[src/rtl/reg_file.sv]
// Y86-64 program register file: fifteen WIDTH-bit registers, two combinational
// read ports plus a debug read port, and dual write-back ports (E and M).
module reg_file #(
    parameter int unsigned        WIDTH    = 64,
    parameter logic [WIDTH-1:0]   RSP_INIT = '0
) (
    input  logic             clk,
    input  logic             rst,
    input  logic [3:0]       srcA,
    input  logic [3:0]       srcB,
    output logic [WIDTH-1:0] valA,
    output logic [WIDTH-1:0] valB,
    input  logic [3:0]       dstE,
    input  logic [WIDTH-1:0] valE,
    input  logic [3:0]       dstM,
    input  logic [WIDTH-1:0] valM,
    input  logic [3:0]       dbg_sel,
    output logic [WIDTH-1:0] dbg_val
);

    localparam int unsigned NREGS  = 15;
    localparam logic [3:0]  RNONE  = 4'hF;
    localparam int unsigned RSP_ID = 4;

    // Sixteen-entry read view; slot 0xF is hard-wired to zero so every
    // 4-bit ID selects something defined and "no register" reads as 0.
    logic [15:0][WIDTH-1:0] rd_view;

    assign rd_view[15] = '0;

    genvar gi;
    generate
        for (gi = 0; gi < NREGS; gi++) begin : g_reg
            localparam logic [3:0] ID = 4'(gi);

            logic [WIDTH-1:0] q_reg;
            logic [WIDTH-1:0] q_next;

            // Port M is evaluated last so it overrides port E on a shared
            // destination (popq %rsp relies on this).
            always_comb begin
                q_next = q_reg;
                if (dstE == ID && dstE != RNONE)
                    q_next = valE;
                if (dstM == ID && dstM != RNONE)
                    q_next = valM;
            end

            if (gi == RSP_ID) begin : g_rsp
                always_ff @(posedge clk) begin
                    if (rst)
                        q_reg <= RSP_INIT;
                    else
                        q_reg <= q_next;
                end
            end else begin : g_gpr
                always_ff @(posedge clk) begin
                    if (rst)
                        q_reg <= '0;
                    else
                        q_reg <= q_next;
                end
            end

            assign rd_view[gi] = q_reg;
        end
    endgenerate

    // Reads see the stored array only: no bypass from the write ports.
    assign valA    = rd_view[srcA];
    assign valB    = rd_view[srcB];
    assign dbg_val = rd_view[dbg_sel];

endmodule

[config.mk]
export PLATFORM = sky130hd
export DESIGN_NAME = reg_file
export DESIGN_NICKNAME = d
export VERILOG_FILES = /design/src/rtl/reg_file.sv
export SDC_FILE = /design/constraint.sdc
export NUM_CORES = 2
export LEC_CHECK = 0
export CORE_MARGIN = 2
export CORE_UTILIZATION = 50
export CTS_BUF_LIST = sky130_fd_sc_hd__clkbuf_8
export DETAILED_ROUTE_END_ITERATION = 16
export PLACE_DENSITY = 0.78
export SLEW_MARGIN = 20
export SYNTH_ARGS = -nofsm -noshare
export SYNTH_HDL_FRONTEND = slang
export SYNTH_SLANG_ARGS = --single-unit
export TNS_END_PERCENT = 1
[constraint.sdc]
create_clock -name clk -period 2.32 [get_ports clk]
set_input_delay 0.232 -clock clk [delete_from_list [all_inputs] [get_ports clk]]
set_output_delay 0.232 -clock clk [all_outputs]
set_load 0.1 [all_outputs]
Word-level counts from Yosys, hierarchy flattened
Cells that the tools add are included.
- register bits after elaboration: 960
- output and inout bits: 192
- word-level logic and storage cells: 131
- input port bits: 150
- equality and inequality tests: 30
- reductions and logical operators: 47
- mux-type cells: 36
- magnitude comparators: 3
- operator list (cell ; number):
    64-bit 2-to-1 mux ; 33
    64-bit binary-select mux with 4-bit select ; 3
    4-bit == test, second input constant ; 14
    4-bit by 3-bit == test with 1-bit output, second input constant ; 8
    1-bit logical AND ; 30
    2-bit nonzero test ; 15
    4-bit by 2-bit == test with 1-bit output, second input constant ; 4
    4-bit by 5-bit < comparator with 1-bit output, second input constant ; 3
    4-bit by 1-bit == test with 1-bit output, second input constant ; 2
    4-bit logical NOT ; 2
    4-bit != test, second input constant ; 2

Longest topological paths before layout
- word-level depth: 4
- depth in mapped cells: 8
- mapped depth without buffers: 3

Least setup slack after synthesis
OpenSTA, ideal clock, no wires.
- path kind: input-to-output
- start point: in dbg_sel[0]
- end point: out dbg_val[10]
- stages on the path: 6
- setup slack: 70 ps
- arrival: 2018 ps
- cell sequence: buf_6 buf_4 buf_1 mux4_2 mux2_2 o211a_1
- cells in the longest elaborated chain, start to end: 2
- ends and longest elaborated chain (element ; line ; text):
    start: declaration ; 17 ; input logic [3:0] dbg_sel,
    64-bit binary-select mux with 4-bit select ; 72 ; assign dbg_val = rd_view[dbg_sel];
    64-bit 2-to-1 mux (not written as such) ; 72 ;
    end: declaration ; 18 ; output logic [WIDTH-1:0] dbg_val
Every way passes these cells. The select of a mux whose other input is x is not followed.

Worst setup path in the final report
- start point: reg g_reg[0].q_reg[18]
- end point: out dbg_val[18]
- cells in the longest elaborated chain, start to end: 2
- ends and longest elaborated chain (element ; line ; text):
    start: declaration ; 36 ; logic [WIDTH-1:0] q_reg;
    start signal: assignment ; 61 ; q_reg <= q_next;
    64-bit binary-select mux with 4-bit select ; 72 ;
    64-bit 2-to-1 mux (not written as such) ; 72 ;
Every way passes these cells. The select of a mux whose other input is x is not followed.

==> reports/metrics.csv <==
stage,metric,value,unit
grt,GRT Total Usage,38.9,%
placement,placed cell areas,0.0758,sq mm
sta,relative slew slack,42.0,%
run_status,status,"complete, but fails checks",
grt,vias in the first global route,63052,
clock_tree,"Reg clk slew, reported paths",60,ps
clock_tree,Clock Sinks,960,
min_path,Worst Hold Launch,valM[3],
die,IO Count,342,
sta,Peak Freq,362,MHz
synth,top cell type's share of synthesized area,29.0,%
synth,Mapped Area,0.0662,sq mm
drt,via count,63540,
layout,multi-input logic area,0.0444,sq mm
placement,IO Port Bufs,341,
synth,largest area contributor in the netlist,dfxtp_1,
die,Rows,133,
drt,Via density,7.42,
die,Die Wd,368,microns
critical_path,"Data required, critical path",2090,ps
drt,routed wire length,273000,microns
synth,Synth Net Count,6682,
grt,initial antenna violation count,29,
power,P_leak,30.8,nW
min_path,Hold WC Path Type,in -> reg,
layout,cell area after layout,0.0814,sq mm
critical_path,crit start category,register,
sta,setup TNS,-73960,ps
drt,DR WL/cell,31.9,microns
synth,Gate Count Post-Synth,6532,
synth,Area contributors post-synth,"dfxtp_1 (29%), mux2i_1 (23%), mux4_2 (13%)",
die,DIE AREA,0.135,sq mm
synth,"Seq/Total Area, Yosys",29.0,%
sta,Fin. Hold Viols,0,
clock_tree,post-CTS setup buffers,0,
drt,initial drt markers,10254,
critical_path,Worst Setup End Kind,output port,
grt,largest net degree at the start of global routing,114,
layout,Final #Nets,6807,
sta,Max Slew Vio Count,0,
placement,DP Wirelength,166000,microns
die,Starting Density,50.3,%
sta,unrepaired setup endpoints after global routing,yes,
die,Core ar.,0.131,sq mm
sta,slew of the pin with the lowest slew margin,870,ps
synth,syn avg cell area,10.1,sq um
layout,final core occ,61.9,%
clock_tree,Worst-Skew Late Latency,940,ps
layout,Filler cells,9913,
power,Peak VDD IR,0.000461,V
clock_tree,CTS tree,yes,
layout,"commonest non-fill, non-tap cells in the layout","mux2i_1 (1,536), nor2_1 (960), a211oi_1 (960), dfxtp_1 (631), buf_12 (398)",
run_status,failing checks,negative setup slack,
grt,global-route wire length before repair,403000,microns
synth,synthesis-stage register bit count,960,
layout,Layout area overhead,23.0,%
sta,final period utilization,119,%
power,Power per Cell Area,596,mW/mm^2
clock_tree,H-tree levels,4,
grt,grt total ovfl,0,
sta,final setup vio count,192,
synth,synth unique cells,31,
layout,"most common cell after layout, fill and taps aside",mux2i_1,
clock_tree,Num CTS Buffers,164,
sta,Period minus WS final,2760,ps
critical_path,critical path class,reg -> out,
critical_path,crit path max fanout,4,
placement,Final Wtd Congestion,0.968,
sta,clock skew,0,ps
layout,max reg flops,960,
die,Die Y,368,microns
layout,layout cell share with drive strength beyond 1,29.8,%
clock_tree,clock root buffer,clkbuf_8,
layout,sequential cell area,0.0196,sq mm
run,maxcap violations,0,
drt,ANT nets after route,0,
sta,final setup margin,-443,ps
critical_path,R2R Path Start,g_reg[7].q_reg[40],
clock_tree,clk buf depth,3,
drt,DRT Pass-1 Iters,6,
drt,DR DRC count,0,
critical_path,CP startpoint,g_reg[0].q_reg[18],
critical_path,arrival time worst endpoint,2530,ps
sta,hold slack,119,ps
synth,Yosys warning count,0,
-- synthesized netlist by cell type --
master     number
mux2i_1      1536
a211oi_1      960
dfxtp_1       960
nor2_1        960
clkbuf_1      482
mux4_2        384
a22oi_1       192
mux2_2        192
o211a_1       192
o221ai_1      192
buf_2         144
buf_4         136
inv_1          64
buf_1          52
buf_6          36
nand4b_1        8
and4bb_2        6
nand4bb_1       6
nor4b_2         4
and2_1          3
and3b_1         3
buf_12          3
buf_8           3
nand2b_1        3
nor3b_1         3
or4b_1          3
clkbuf_2        1
clkbuf_4        1
nor4_1          1
or4_1           1
or4b_2          1
-- layout make-up --
type,instances,area share [%]
flip-flops and latches,960,24.1
clock buffers,206,3.48
inverters,64,0.295
diodes,26,0.0799
clock inverters,84,0.681
multi-input cells,4650,54.5
repair buffers,817,14.1
well taps,1755,2.70
-- kinds of logic (layout without fill, tap and decap cells) --
| kind of cell | after synthesis | count (layout) | synth area share (%) |
|---|---|---|---|
| mux | 2112 | 2112 | 39.6 |
| compound gates | 1536 | 1536 | 18.5 |
| simple gates | 1002 | 1002 | 6.07 |
| flops | 960 | 960 | 29.0 |
| buf+inv | 922 | 1171 | 6.81 |
| other cells | 0 | 26 | 0 |
-- repair_timing --
action / in CTS / in global routing
endpoints found under the setup margin: 192 / 192
hold buffers: 1 / 0
cloned: 0 / 0
hold endpoints to repair: 147 / 0
pin swaps: 0 / 0
resized for setup: 513 / 128
-- where the power goes --
part,internal [W],switching [W],leakage [nW],total [W]
clock network,0.00864,0.00783,1.89,0.0165
registers,0.0174,0.000888,7.98,0.0183
logic,0.00557,0.00818,20.9,0.0138
total,0.0316,0.0169,30.8,0.0485
-- metal layers --
metal  routed length, microns  global-route usage, %  vias to the layer above
li1                         -                      -                    25585
met1                    94800                   48.1                    30420
met2                   113000                   55.6                     5798
met3                    41200                   13.2                     1725
met4                    24300                   29.7                       12
met5                       66                      0                        -
-- path summary, 6_finish.rpt --
kind	slack (ps)	cells after the start	end
setup reg to reg	1350	2	g_reg[7].q_reg[40]
setup / recovery	-440	4	dbg_val[18]
hold reg to reg	560	2	g_reg[13].q_reg[42]
hold / removal	120	4	g_reg[11].q_reg[3]
-- worst max-delay path: stages, from the launching register on --
cell     delay [ps]
dfxtp_2         340
mux4_2          500
mux2_4          300
o211a_4         270
buf_12          170
-- through the flow --
| stage | cells | setup slack (ps) | total power (W) |
|---|---|---|---|
| finish | 8562 | -443 | 0.0485 |
| detailed placement | 8245 | -35.1 | 0.0312 |
| floorplan | 6532 | 70.4 | 0.0263 |
| global route | 8559 | -453 | 0.0494 |
| CTS | 8536 | -446 | 0.0478 |
| global placement | 8245 | -34.3 | 0.0309 |
Note: power is estimated with default switching activity, not from simulation.
